### src/rtl/led_pkg.sv
// Shared encodings and helpers for the LED sequencer and its channels.
package led_pkg;

  typedef enum logic [1:0] {
    MODE_OFF   = 2'd0,
    MODE_ON    = 2'd1,
    MODE_BLINK = 2'd2,
    MODE_CODE  = 2'd3
  } mode_e;

  typedef enum logic [1:0] {
    ST_STATIC = 2'd0,
    ST_ON_PH  = 2'd1,
    ST_OFF_PH = 2'd2,
    ST_GAP    = 2'd3
  } state_e;

  localparam int GAP_MULT = 4;
  localparam int PH_W     = 10;
  localparam int BLK_W    = 4;

  // A zero half-period or count behaves as one.
  function automatic logic [PH_W-1:0] clamp_half(input logic [7:0] half);
    return (half == 8'd0) ? PH_W'(1) : {2'b00, half};
  endfunction

  function automatic logic [BLK_W-1:0] clamp_count(input logic [BLK_W-1:0] count);
    return (count == '0) ? BLK_W'(1) : count;
  endfunction

endpackage

### src/rtl/led_sequencer_if.sv
// Configuration port of the LED sequencer: one valid/ready transfer per channel setting.
interface led_sequencer_if #(
  parameter int PWM_BITS = 4
);
  logic                cfg_valid;
  logic                cfg_ready;
  logic [3:0]          cfg_chan;
  logic [1:0]          cfg_mode;
  logic [7:0]          cfg_half;
  logic [3:0]          cfg_count;
  logic [PWM_BITS-1:0] cfg_duty;

  modport master (
    output cfg_valid, cfg_chan, cfg_mode, cfg_half, cfg_count, cfg_duty,
    input  cfg_ready
  );

  modport slave (
    input  cfg_valid, cfg_chan, cfg_mode, cfg_half, cfg_count, cfg_duty,
    output cfg_ready
  );
endinterface

### src/rtl/led_channel.sv
// One LED channel: holds its configuration, steps the blink/code FSM on ticks
// and gates the pattern with the shared PWM counter.
module led_channel
  import led_pkg::*;
#(
  parameter int PWM_BITS = 4
) (
  input  logic                clk_12mhz,
  input  logic                rst,
  input  logic                tick_i,
  input  logic                apply_i,
  input  mode_e               mode_i,
  input  logic [7:0]          half_i,
  input  logic [3:0]          count_i,
  input  logic [PWM_BITS-1:0] duty_i,
  input  logic [PWM_BITS-1:0] wcnt_i,
  output logic                lit_o
);

  mode_e               mode_q;
  logic [7:0]          half_q;
  logic [BLK_W-1:0]    count_q;
  logic [PWM_BITS-1:0] duty_q;
  state_e              state_q;
  logic [PH_W-1:0]     ph_q;
  logic [BLK_W-1:0]    blk_q;

  logic [PH_W-1:0]     h;
  logic [PH_W-1:0]     ph_last;
  logic [PH_W-1:0]     gap_last;
  logic [BLK_W-1:0]    blk_last;
  logic                pattern;
  logic                pwm_on;

  always_comb begin
    h        = clamp_half(half_q);
    ph_last  = h - PH_W'(1);
    gap_last = PH_W'(GAP_MULT) * h - PH_W'(1);
    blk_last = clamp_count(count_q) - BLK_W'(1);
    pattern  = 1'b0;
    case (state_q)
      ST_STATIC: pattern = (mode_q == MODE_ON);
      ST_ON_PH:  pattern = 1'b1;
      default:   pattern = 1'b0;
    endcase
    // All-ones duty is full-on rather than one step short of it.
    pwm_on = (&duty_q) | (wcnt_i < duty_q);
    lit_o  = pattern & pwm_on;
  end

  always_ff @(posedge clk_12mhz or posedge rst) begin
    if (rst) begin
      mode_q  <= MODE_OFF;
      half_q  <= '0;
      count_q <= '0;
      duty_q  <= '0;
      state_q <= ST_STATIC;
      ph_q    <= '0;
      blk_q   <= '0;
    end else if (apply_i) begin
      mode_q  <= mode_i;
      half_q  <= half_i;
      count_q <= count_i;
      duty_q  <= duty_i;
      ph_q    <= '0;
      blk_q   <= '0;
      state_q <= (mode_i == MODE_BLINK || mode_i == MODE_CODE) ? ST_ON_PH : ST_STATIC;
    end else if (tick_i) begin
      case (state_q)
        ST_ON_PH: begin
          if (ph_q == ph_last) begin
            ph_q    <= '0;
            state_q <= ST_OFF_PH;
          end else begin
            ph_q <= ph_q + PH_W'(1);
          end
        end
        ST_OFF_PH: begin
          if (ph_q == ph_last) begin
            ph_q <= '0;
            if (mode_q == MODE_CODE && blk_q == blk_last) begin
              blk_q   <= '0;
              state_q <= ST_GAP;
            end else begin
              blk_q   <= (mode_q == MODE_CODE) ? blk_q + BLK_W'(1) : '0;
              state_q <= ST_ON_PH;
            end
          end else begin
            ph_q <= ph_q + PH_W'(1);
          end
        end
        ST_GAP: begin
          if (ph_q == gap_last) begin
            ph_q    <= '0;
            state_q <= ST_ON_PH;
          end else begin
            ph_q <= ph_q + PH_W'(1);
          end
        end
        default: ;
      endcase
    end
  end

endmodule

### src/rtl/led_sequencer.sv
// Multi-channel LED sequencer: shared tick prescaler and PWM counter, a single
// config staging slot applied on tick boundaries, and registered LED outputs.
module led_sequencer
  import led_pkg::*;
#(
  parameter int CLK_HZ   = 12000000,
  parameter int TICK_HZ  = 100,
  parameter int CHANNELS = 2,
  parameter int PWM_BITS = 4
) (
  input  logic                clk_12mhz,
  input  logic                rst,
  led_sequencer_if.slave      cfg,
  output logic                tick,
  output logic [CHANNELS-1:0] led
);

  localparam int DIV    = CLK_HZ / TICK_HZ;
  localparam int PCNT_W = (DIV > 1) ? $clog2(DIV) : 1;

  logic [PCNT_W-1:0]   pcnt_q, pcnt_d;
  logic                tick_q, tick_d;
  logic [PWM_BITS-1:0] wcnt_q;

  logic                stg_full_q;
  logic [3:0]          stg_chan_q;
  mode_e               stg_mode_q;
  logic [7:0]          stg_half_q;
  logic [3:0]          stg_count_q;
  logic [PWM_BITS-1:0] stg_duty_q;

  logic                accept;
  logic                apply;
  logic [CHANNELS-1:0] apply_vec;
  logic [CHANNELS-1:0] lit;
  logic [CHANNELS-1:0] led_q;

  // tick_q is high exactly while pcnt_q sits at DIV-1.
  always_comb begin
    pcnt_d = (pcnt_q == PCNT_W'(DIV - 1)) ? '0 : pcnt_q + PCNT_W'(1);
    tick_d = (pcnt_d == PCNT_W'(DIV - 1));
    accept = cfg.cfg_valid & ~stg_full_q;
    apply  = stg_full_q & tick_q;
  end

  assign cfg.cfg_ready = ~stg_full_q;
  assign tick          = tick_q;
  assign led           = led_q;

  always_ff @(posedge clk_12mhz or posedge rst) begin
    if (rst) begin
      pcnt_q <= '0;
      tick_q <= 1'b0;
      wcnt_q <= '0;
    end else begin
      pcnt_q <= pcnt_d;
      tick_q <= tick_d;
      wcnt_q <= wcnt_q + PWM_BITS'(1);
    end
  end

  // A staged request is only ever released by a tick seen after it was accepted.
  always_ff @(posedge clk_12mhz or posedge rst) begin
    if (rst) begin
      stg_full_q  <= 1'b0;
      stg_chan_q  <= '0;
      stg_mode_q  <= MODE_OFF;
      stg_half_q  <= '0;
      stg_count_q <= '0;
      stg_duty_q  <= '0;
    end else if (accept) begin
      stg_full_q  <= 1'b1;
      stg_chan_q  <= cfg.cfg_chan;
      stg_mode_q  <= mode_e'(cfg.cfg_mode);
      stg_half_q  <= cfg.cfg_half;
      stg_count_q <= cfg.cfg_count;
      stg_duty_q  <= cfg.cfg_duty;
    end else if (apply) begin
      stg_full_q <= 1'b0;
    end
  end

  for (genvar i = 0; i < CHANNELS; i++) begin : g_chan
    assign apply_vec[i] = apply & (stg_chan_q == 4'(i));

    led_channel #(
      .PWM_BITS (PWM_BITS)
    ) u_chan (
      .clk_12mhz (clk_12mhz),
      .rst       (rst),
      .tick_i    (tick_q),
      .apply_i   (apply_vec[i]),
      .mode_i    (stg_mode_q),
      .half_i    (stg_half_q),
      .count_i   (stg_count_q),
      .duty_i    (stg_duty_q),
      .wcnt_i    (wcnt_q),
      .lit_o     (lit[i])
    );
  end

  always_ff @(posedge clk_12mhz or posedge rst) begin
    if (rst) led_q <= '0;
    else     led_q <= lit;
  end

endmodule

### src/flat_wrapper.sv
// flat-port wrapper written by rule: the top's interface ports become plain ports
module led_sequencer_flat import led_pkg::*;
#(
  parameter int CLK_HZ   = 12000000,
  parameter int TICK_HZ  = 100,
  parameter int CHANNELS = 2,
  parameter int PWM_BITS = 4
)
  (clk_12mhz, rst, tick, led, cfg_cfg_valid, cfg_cfg_chan, cfg_cfg_mode, cfg_cfg_half, cfg_cfg_count, cfg_cfg_duty, cfg_cfg_ready);
  led_sequencer_if #(.PWM_BITS(PWM_BITS)) cfg_i ();
  input  logic clk_12mhz;
  input  logic rst;
  output logic tick;
  output logic [CHANNELS-1:0] led;
  input wire logic [$bits(cfg_i.cfg_valid)-1:0] cfg_cfg_valid;
  input wire logic [$bits(cfg_i.cfg_chan)-1:0] cfg_cfg_chan;
  input wire logic [$bits(cfg_i.cfg_mode)-1:0] cfg_cfg_mode;
  input wire logic [$bits(cfg_i.cfg_half)-1:0] cfg_cfg_half;
  input wire logic [$bits(cfg_i.cfg_count)-1:0] cfg_cfg_count;
  input wire logic [$bits(cfg_i.cfg_duty)-1:0] cfg_cfg_duty;
  output wire logic [$bits(cfg_i.cfg_ready)-1:0] cfg_cfg_ready;
  assign cfg_i.cfg_valid = cfg_cfg_valid;
  assign cfg_i.cfg_chan = cfg_cfg_chan;
  assign cfg_i.cfg_mode = cfg_cfg_mode;
  assign cfg_i.cfg_half = cfg_cfg_half;
  assign cfg_i.cfg_count = cfg_cfg_count;
  assign cfg_i.cfg_duty = cfg_cfg_duty;
  assign cfg_cfg_ready = cfg_i.cfg_ready;
  led_sequencer #(.CLK_HZ(CLK_HZ), .TICK_HZ(TICK_HZ), .CHANNELS(CHANNELS), .PWM_BITS(PWM_BITS)) u_core (.clk_12mhz(clk_12mhz), .rst(rst), .cfg(cfg_i), .tick(tick), .led(led));
endmodule
### config.mk
export PLATFORM = sky130hd
export DESIGN_NAME = led_sequencer_flat
export DESIGN_NICKNAME = d
export VERILOG_FILES = /design/src/rtl/led_pkg.sv /design/src/rtl/led_sequencer_if.sv /design/src/rtl/led_channel.sv /design/src/rtl/led_sequencer.sv /design/src/flat_wrapper.sv
export SDC_FILE = /design/constraint.sdc
export NUM_CORES = 1
export LEC_CHECK = 0
export CORE_ASPECT_RATIO = 1.25
export CORE_MARGIN = 4
export CORE_UTILIZATION = 40
export CTS_BUF_LIST = sky130_fd_sc_hd__clkbuf_16
export CTS_CLUSTER_DIAMETER = 100
export DETAILED_ROUTE_END_ITERATION = 16
export GPL_ROUTABILITY_DRIVEN = 0
export PLACE_DENSITY = 0.64
export SETUP_SLACK_MARGIN = 0.02
export SYNTH_ARGS = -nofsm -noshare
export SYNTH_HDL_FRONTEND = slang
export SYNTH_HIERARCHICAL = 1
export SYNTH_SLANG_ARGS = --single-unit
### constraint.sdc
create_clock -name clk_12mhz -period 4.2 [get_ports clk_12mhz]
set_input_delay 0.63 -clock clk_12mhz [delete_from_list [all_inputs] [get_ports clk_12mhz]]
set_output_delay 0.63 -clock clk_12mhz [all_outputs]
set_load 0.02 [all_outputs]
==> impl_metrics.json, run 1 <==
{
  "synth_cells": 672,
  "yosysWarnings": 6,
  "setup_viol": 0,
  "n_antenna_cell": 0,
  "ir_drop_v": 0.000224,
  "worst_slew_pin_slew_ps": 1190,
  "ys_ff_latch": 115,
  "grt_pass1_vias": 5301,
  "wl_per_cell_microns": 16.1,
  "final_util": 0.463,
  "clk_latency_ps": 420,
  "portBuffers": 28,
  "synth-main-ff-cell": "dfrtp_1",
  "nets": 738,
  "via_per_inst": 5.52,
  "clk_path_buf_depth": 2,
  "final_cell_mix": "115 x dfrtp_1, 50 x nand2_1, 47 x mux2_2",
  "status": "finished clean",
  "final_hold_viol_count": 0,
  "fmax_ghz": 0.277,
  "gr-total-overflow": 0,
  "detail-route-antenna-nets": 0,
  "synth_fp_nets": 721,
  "cp_num_buf_inv": 0,
  "grt_max_degree": 48,
  "critPathMaxStageDelay_ps": 500,
  "syn-cell-area_sq_mm": 0.00682,
  "ctsResizeCount": 0,
  "h-tree-depth": 4,
  "seq_area_frac_synth": 0.422,
  "hp-class": "flop to flop",
  "period_needed_ps": 3610,
  "dpl_cell_area_sq_mm": 0.00721,
  "core_sq_mm": 0.0168,
  "rows": 53,
  "p_per_area_mw_per_mm2": 328,
  "cts_buffers": 17,
  "grt_first_pass_wirelength_mm": 25.5,
  "cpMostUsedCell": "a221o_1",
  "drt-pass1-iter-count": 5,
  "synth.top_cell.area_share": 0.422,
  "die_area_sq_mm": 0.0192,
  "drc": 0,
  "grt_usage": 0.162,
  "path_clk_slew_ps": 60,
  "ys_async_sr_fraction": 1.00,
  "die_height_microns": 154,
  "final_common_cell": "dfrtp_1",
  "crit_chain": "nor4_2 > a21oi_1 > ha_1 > nor3b_2 > or4_1 > a221o_1 > o21bai_4 > nand2_1 > a221o_1",
  "cts_tree": "built",
  "critical_path_class": "flop to flop",
  "critPathCaptureType": "flop",
  "relSlewSlack": 0.203,
  "num_io_pins": 29,
  "initial_core_util": 0.406,
  "crit_arrival_ps": 3910,
  "crit_path_max_fanout": 13,
  "cts_root_buf": "clkbuf_16",
  "p_total_mw": 2.55,
  "synth_edf_count": 0,
  "layout-drive-gt1-share": 0.162,
  "synth_cell_types": 66,
  "hpwl_mm": 10.6,
  "placed_cells": 890,
  "p_leak_nw": 3.39,
  "design_area_sq_mm": 0.00777,
  "antenna_found_initial": 0,
  "fin_cells": 922,
  "syn_area_per_cell_sq_um": 10.1,
  "critPathSlowestCell": "dfrtp_1",
  "cts_sinks": 115,
  "drtIter0Drc": 246,
  "cap_violations": 0,
  "yosys-top-cells-area": "dfrtp_1 42%, mux2_2 7.8%, ha_1 4.4%, xnor2_1 4.2%, nand2_1 2.8%",
  "rsz0062_at_grt": "false",
  "start_kind": "flop",
  "ctsHoldBuffers": 0,
  "vias": 5086,
  "die_x_microns": 125,
  "required_ps": 4500,
  "final.setup.tns_ps": 0,
  "finalCritPeriodShare": 0.859,
  "postCtsSetupBuffers": 0,
  "yosys.area.top_type": "dfrtp_1",
  "critPathTopFamily": "simple AND/OR/NAND/NOR gates",
  "drv_slew": 0,
  "fin_skew_ps": 8.32,
  "fillers": 1545,
  "wirelength_mm": 14.9,
  "synthToLayoutAreaGrowth_pct": 14.0
}
[power breakdown]
group | internal, mW | switching [mW] | leakage [nW]
logic | 0.0287 | 0.0285 | 1.56
clock network | 0.814 | 0.548 | 0.264
registers | 1.12 | 0.0101 | 1.56
total | 1.96 | 0.586 | 3.39
[cell families (layout without fill, tap and decap cells)]
group	after synthesis	count (layout)	share of synthesized area
xor gates and xnor gates	56	56	0.0760
adders and majority gates	24	24	0.0441
AOI/OAI and AO/OA	148	148	0.160
muxes	53	53	0.0868
and+or+nand+nor	203	203	0.159
DFF	115	115	0.422
buffers and inverters	73	103	0.0512
[per-stage QoR]
stage / hold WS [ps] / worst slack (ps)
4_1_cts: 510 / 625
6_report: 505 / 593
2_1_floorplan: 446 / 1040
5_1_grt: 537 / 406
3_3_place_gp: 486 / 812
3_5_place_dp: 497 / 644
[cell type report]
cell class | count | area (sq um) | share of cell area
sequential | 115 | 2880 | 0.370
tap | 220 | 275 | 0.0354
multi-input combinational | 484 | 3600 | 0.463
inverter | 37 | 139 | 0.0179
timing repair buffer | 34 | 325 | 0.0419
clock buffer | 17 | 425 | 0.0548
clock inverter | 15 | 131 | 0.0169
[Yosys cell counts, types with 4 or more instances]
master and n:
nor3_1 16, o21ai_1 4, mux2i_1 4, xnor2_1 33, mux2_2 47, nand2_1 50, o31ai_1 5, nand4_1 12
buf_6 8, or4_1 5, dfrtp_1 115, nand2b_1 4, a2111oi_0 4, nor2_1 45, a22o_1 4, nor4_1 5
or2_2 4, and3_1 6, a21oi_1 17, a21o_1 7, a211o_1 13, ha_1 24, o21ai_0 32, a221o_1 6
clkbuf_1 16, a211oi_1 11, or3_1 9, inv_1 37, o21a_1 10, xor2_1 21, nand3_1 15, buf_1 6
o211ai_1 4, nor2b_1 13
[worst paths after layout]
kind | cells after the start | start | slack, ps | endpoint
min reg2reg | 1 | u_core/stg_chan_q[2] | 510 | u_core/stg_chan_q[2]
min in group asynchronous | 3 | rst | 700 | u_core/g_chan[1].u_chan/half_q[1]
max reg2reg | 9 | u_core/g_chan[0].u_chan/half_q[4] | 590 | u_core/g_chan[0].u_chan/ph_q[8]
max in group asynchronous | 2 | rst | 2730 | u_core/pcnt_q[6]
min | 1 | u_core/stg_chan_q[2] | 510 | u_core/stg_chan_q[2]
max | 9 | u_core/g_chan[0].u_chan/half_q[4] | 590 | u_core/g_chan[0].u_chan/ph_q[8]
[state kept, by name, summed over array words and instances (netlist names)]
signal and flops:
u_core/stg_half_q 8, u_core/g_chan.u_chan/ph_q 20, u_core/stg_count_q 4, u_core/stg_duty_q 4, u_core/pcnt_q 17, u_core/stg_mode_q 2
u_core/g_chan.u_chan/half_q 16, u_core/stg_chan_q 4, u_core/stg_full_q 1, u_core/g_chan.u_chan/mode_q 4, u_core/g_chan.u_chan/blk_q 8, u_core/g_chan.u_chan/state_q 4
u_core/tick 1, u_core/wcnt_q 4, u_core/g_chan.u_chan/duty_q 8, u_core/g_chan.u_chan/count_q 8, u_core/led 2
[per-layer routing]
metal,GRT usage,share of wire
met1,0.194,0.44
met2,0.277,0.50
met3,0.0330,0.037
met4,0.0783,0.023
met5,0,0
(Power assumes the default switching activity.)
==> inputs of run 2 (changes only) <==
Settings changed: SLEW_MARGIN set to 20.
==> impl_metrics.json, run 2 (synthesis results as in run 1) <==
{
  "finalCritPeriodShare": 0.861,
  "fillers": 1543,
  "whs_ps": 505,
  "h-tree-depth": 4,
  "dpl_cell_area_sq_mm": 0.00721,
  "final.setup.tns_ps": 0,
  "fin_skew_ps": 8.24,
  "cts_root_buf": "clkbuf_16",
  "drc": 0,
  "num_io_pins": 29,
  "via_per_inst": 5.54,
  "required_ps": 4500,
  "multi_input_area_sq_mm": 0.00360,
  "largest-register": "u_core/g_chan.u_chan/ph_q",
  "synthToLayoutAreaGrowth_pct": 14.1,
  "p_leak_nw": 3.39,
  "period_needed_ps": 3620,
  "ctsResizeCount": 0,
  "reg2reg_slack_ps": 580,
  "top_regs": "u_core/g_chan.u_chan/ph_q x20, u_core/pcnt_q x17, u_core/g_chan.u_chan/half_q x16",
  "fin_cells": 922,
  "fin_ws_ps": 585,
  "drv_slew": 0,
  "dp_slack_ps": 644,
  "ctsHoldBuffers": 0,
  "die_height_microns": 154,
  "final_hold_viol_count": 0,
  "initial_core_util": 0.406,
  "largest_reg_flops": 20,
  "portBuffers": 28,
  "clk_path_buf_depth": 2,
  "start_kind": "flop",
  "crit_arrival_ps": 3920,
  "placed_cells": 890,
  "die_x_microns": 125,
  "antenna_found_initial": 0,
  "ir_drop_v": 0.000224,
  "cap_violations": 0,
  "cts_buffers": 17,
  "critPathCaptureType": "flop",
  "grt_pass1_vias": 5301,
  "detail-route-antenna-nets": 0,
  "nets": 738,
  "wl_per_cell_microns": 16.1,
  "wirelength_mm": 14.9,
  "vias": 5108,
  "core_sq_mm": 0.0168,
  "cts_tree": "built",
  "path_clk_slew_ps": 60,
  "postCtsSetupBuffers": 0,
  "grt_usage": 0.162,
  "hpwl_mm": 10.6,
  "grt_max_degree": 48,
  "drtIter0Drc": 273,
  "setup_viol": 0,
  "register_area_sq_mm": 0.00288,
  "gr-total-overflow": 0,
  "fmax_ghz": 0.277,
  "n_antenna_cell": 0,
  "critical_path_class": "flop to flop",
  "drt-pass1-iter-count": 5,
  "final_cell_mix": "115 x dfrtp_1, 50 x nand2_1, 47 x mux2_2",
  "hp-class": "flop to flop",
  "grt_first_pass_wirelength_mm": 25.5,
  "rsz0062_at_grt": "false",
  "relSlewSlack": 0.437,
  "design_area_sq_mm": 0.00778,
  "worst_slew_pin_slew_ps": 845,
  "final_common_cell": "dfrtp_1",
  "die_area_sq_mm": 0.0192,
  "crit_path_max_fanout": 13,
  "status": "finished clean",
  "cts_sinks": 115,
  "p_per_area_mw_per_mm2": 328,
  "clk_latency_ps": 420,
  "layout-drive-gt1-share": 0.162,
  "rows": 53
}
## run 2: cell count changes in the layout (fill, tap and decap cells not counted)
cell | previous run | this run
inv_2 | 1 | 0
nor2b_2 | 1 | 0
nor2b_4 | 0 | 1
clkinv_2 | 3 | 4
## run 2: power by group
group          switching [mW]  internal [mW]  total [mW]
registers              0.0100           1.12        1.13
clock network           0.547          0.814        1.36
logic                  0.0285         0.0289      0.0573
total                   0.585           1.96        2.55
## run 2: layer usage
metal  wire [microns]  GRT usage  part of all wire  vias up
met5                0          0                 0        -
met4              319     0.0783             0.021        0
met3              564     0.0330             0.038       29
met2             7530      0.277              0.51      117
met1             6450      0.194              0.43     2512
li1                 -          -                 -     2450
## run 2: worst paths after layout
check                                                   from  cells past startpoint                                 to
max                        u_core/g_chan[0].u_chan/half_q[4]                      9    u_core/g_chan[0].u_chan/ph_q[8]
min                                     u_core/stg_chan_q[2]                      1               u_core/stg_chan_q[2]
max reg2reg                u_core/g_chan[0].u_chan/half_q[4]                      9    u_core/g_chan[0].u_chan/ph_q[8]
min reg2reg                             u_core/stg_chan_q[2]                      1               u_core/stg_chan_q[2]
max in group asynchronous                                rst                      2                   u_core/pcnt_q[6]
min in group asynchronous                                rst                      3  u_core/g_chan[1].u_chan/half_q[1]
## run 2: layout make-up
class | instances | share of cell area
Inverter | 37 | 0.0180
Timing Repair Buffer | 34 | 0.0418
Clock buffer | 17 | 0.0547
Tap cell | 220 | 0.0354
Sequential cell | 115 | 0.370
Multi-Input combinational cell | 484 | 0.463
Clock inverter | 15 | 0.0169
## run 2: metrics by stage
step | util | total power, mW
3_3_place_gp | 0.430 | 1.21
6_report | 0.463 | 2.55
3_5_place_dp | 0.430 | 1.21
4_1_cts | 0.463 | 2.59
5_1_grt | 0.463 | 2.65
2_1_floorplan | - | 1.17
## run 2: critical path: stages (launching register included)
cell,delay (ps)
dfrtp_1,500
nor4_2,500
a21oi_1,230
ha_1,300
nor3b_2,220
or4_1,500
a221o_1,410
o21bai_4,300
nand2_1,200
a221o_1,340
==> inputs of run 3 (changes only) <==
--- a/config.mk
+++ b/config.mk
@@ -13,3 +13,2 @@
 export DETAILED_ROUTE_END_ITERATION = 16
-export GPL_ROUTABILITY_DRIVEN = 0
 export PLACE_DENSITY = 0.64
==> constraint.sdc (replaced) <==
create_clock -name clk_12mhz -period 4.2 [get_ports clk_12mhz]
set_input_delay 0.84 -clock clk_12mhz [delete_from_list [all_inputs] [get_ports clk_12mhz]]
set_output_delay 0.84 -clock clk_12mhz [all_outputs]
set_load 0.02 [all_outputs]
==> impl_metrics.json, run 3 (synthesis results as in run 1) <==
{
  "fin_ws_ps": 680,
  "relSlewSlack": 0.452,
  "die_height_microns": 154,
  "portBuffers": 28,
  "setup_viol": 0,
  "nets": 739,
  "rsz0062_at_grt": "false",
  "final.setup.tns_ps": 0,
  "p_leak_nw": 3.42,
  "start_kind": "flop",
  "layout-drive-gt1-share": 0.161,
  "die_area_sq_mm": 0.0192,
  "gp_congestion": 0.849,
  "final_common_cell": "dfrtp_1",
  "worst_slew_pin_slew_ps": 822,
  "postCtsSetupBuffers": 0,
  "vias": 5048,
  "clk_latency_ps": 410,
  "grt_first_pass_wirelength_mm": 25.2,
  "register_area_sq_mm": 0.00288,
  "hpwl_mm": 10.4,
  "h-tree-depth": 4,
  "crit_chain": "nor4_2 > a21oi_1 > ha_1 > nor3b_2 > or4_1 > a221o_1 > o21bai_4 > nand2_1 > a221o_1",
  "n_antenna_cell": 0,
  "gr-total-overflow": 0,
  "grt_max_degree": 48,
  "fin_skew_ps": 5.23,
  "die_x_microns": 125,
  "status": "finished clean",
  "hp-class": "flop to flop",
  "critical_path_class": "flop to flop",
  "final_hold_viol_count": 0,
  "drt-pass1-iter-count": 4,
  "wl_per_cell_microns": 15.8,
  "synthToLayoutAreaGrowth_pct": 15.0,
  "grt_pass1_vias": 5173,
  "period_needed_ps": 3520,
  "rows": 53,
  "ir_drop_v": 0.000223,
  "finalCritPeriodShare": 0.838,
  "initial_core_util": 0.406,
  "critPathSlowestCell": "dfrtp_1",
  "via_per_inst": 5.47,
  "crit_arrival_ps": 3810,
  "ctsResizeCount": 0,
  "dp_slack_ps": 723,
  "cts_sinks": 115,
  "path_clk_slew_ps": 60,
  "multi_input_area_sq_mm": 0.00360,
  "fillers": 1534,
  "cap_violations": 0,
  "largest-register": "u_core/g_chan.u_chan/ph_q",
  "drtIter0Drc": 225,
  "cpMostUsedCell": "a221o_1",
  "detail-route-antenna-nets": 0,
  "cts_root_buf": "clkbuf_16",
  "antenna_found_initial": 0,
  "fmax_ghz": 0.284,
  "clk_path_buf_depth": 2,
  "wirelength_mm": 14.6,
  "p_per_area_mw_per_mm2": 343,
  "crit_path_max_fanout": 13,
  "cts_buffers": 17,
  "num_io_pins": 29,
  "top_regs": "u_core/g_chan.u_chan/ph_q x20, u_core/pcnt_q x17, u_core/g_chan.u_chan/half_q x16",
  "core_sq_mm": 0.0168,
  "largest_reg_flops": 20,
  "final_cell_mix": "115 x dfrtp_1, 50 x nand2_1, 47 x mux2_2",
  "critPathMaxStageDelay_ps": 490,
  "grt_usage": 0.158,
  "cts_tree": "built",
  "drc": 0,
  "required_ps": 4490,
  "drv_slew": 0,
  "critPathCaptureType": "flop",
  "ctsHoldBuffers": 0
}
-- run 3: changes by cell type in the layout (fill, tap and decap cells not counted) --
cell / previous run / this run
clkinvlp_4: 4 / 3
nor2b_4: 1 / 0
inv_1: 36 / 37
nor2b_2: 0 / 1
buf_4: 6 / 7
inv_6: 4 / 1
clkinv_2: 4 / 3
bufinv_16: 1 / 4
clkinv_1: 1 / 2
-- run 3: worst paths after layout --
| kind | from | end | slack [ps] | cells past startpoint |
|---|---|---|---|---|
| max | u_core/g_chan[1].u_chan/half_q[4] | u_core/g_chan[1].u_chan/ph_q[9] | 680 | 9 |
| min | u_core/stg_chan_q[2] | u_core/stg_chan_q[2] | 500 | 1 |
| max reg2reg | u_core/g_chan[1].u_chan/half_q[4] | u_core/g_chan[1].u_chan/ph_q[9] | 680 | 9 |
| min reg2reg | u_core/stg_chan_q[2] | u_core/stg_chan_q[2] | 500 | 1 |
| max in group asynchronous | rst | u_core/pcnt_q[14] | 2750 | 2 |
| min in group asynchronous | rst | u_core/g_chan[0].u_chan/half_q[7] | 930 | 3 |
-- run 3: cell type report --
class | count | share of cell area
timing repair buffer | 35 | 0.0425
clock buffer | 17 | 0.0543
sequential | 115 | 0.367
clock inverter | 15 | 0.0243
inverter | 37 | 0.0179
tap | 220 | 0.0351
multi-input combinational | 484 | 0.459
-- run 3: where the power goes --
| part | switching (mW) | internal, mW | leakage (nW) | total [mW] |
|---|---|---|---|---|
| registers | 0.0104 | 1.12 | 1.56 | 1.13 |
| clock network | 0.513 | 0.985 | 0.296 | 1.50 |
| logic | 0.0281 | 0.0287 | 1.57 | 0.0568 |
| total | 0.551 | 2.13 | 3.42 | 2.69 |
-- run 3: stage by stage --
stage | cells | hold slack [ps] | area [sq um] | total power [mW] | util
4_1_cts | 923 | 502 | 7840 | 2.72 | 0.467
3_3_place_gp | 891 | 482 | 7220 | 1.21 | 0.430
6_report | 923 | 499 | 7840 | 2.69 | 0.467
3_5_place_dp | 891 | 489 | 7220 | 1.21 | 0.430
5_1_grt | 923 | 518 | 7840 | 2.78 | 0.467
2_1_floorplan | 672 | 446 | 6820 | 1.17 | -
-- run 3: metal layers --
| metal | up-vias | wire (microns) | track usage |
|---|---|---|---|
| li1 | 2447 | - | - |
| met2 | 108 | 7130 | 0.263 |
| met5 | - | 0 | 0 |
| met1 | 2464 | 6550 | 0.196 |
| met4 | 0 | 367 | 0.0668 |
| met3 | 29 | 526 | 0.0400 |
-- run 3: critical path, delay by kind of cell (launching register included) --
family	cells	cell delay (ps)
AO/OA/AOI/OAI	4	1250
flip-flops	1	490
adder cells (fa/ha/maj)	1	290
AND/OR/NAND/NOR	4	1360
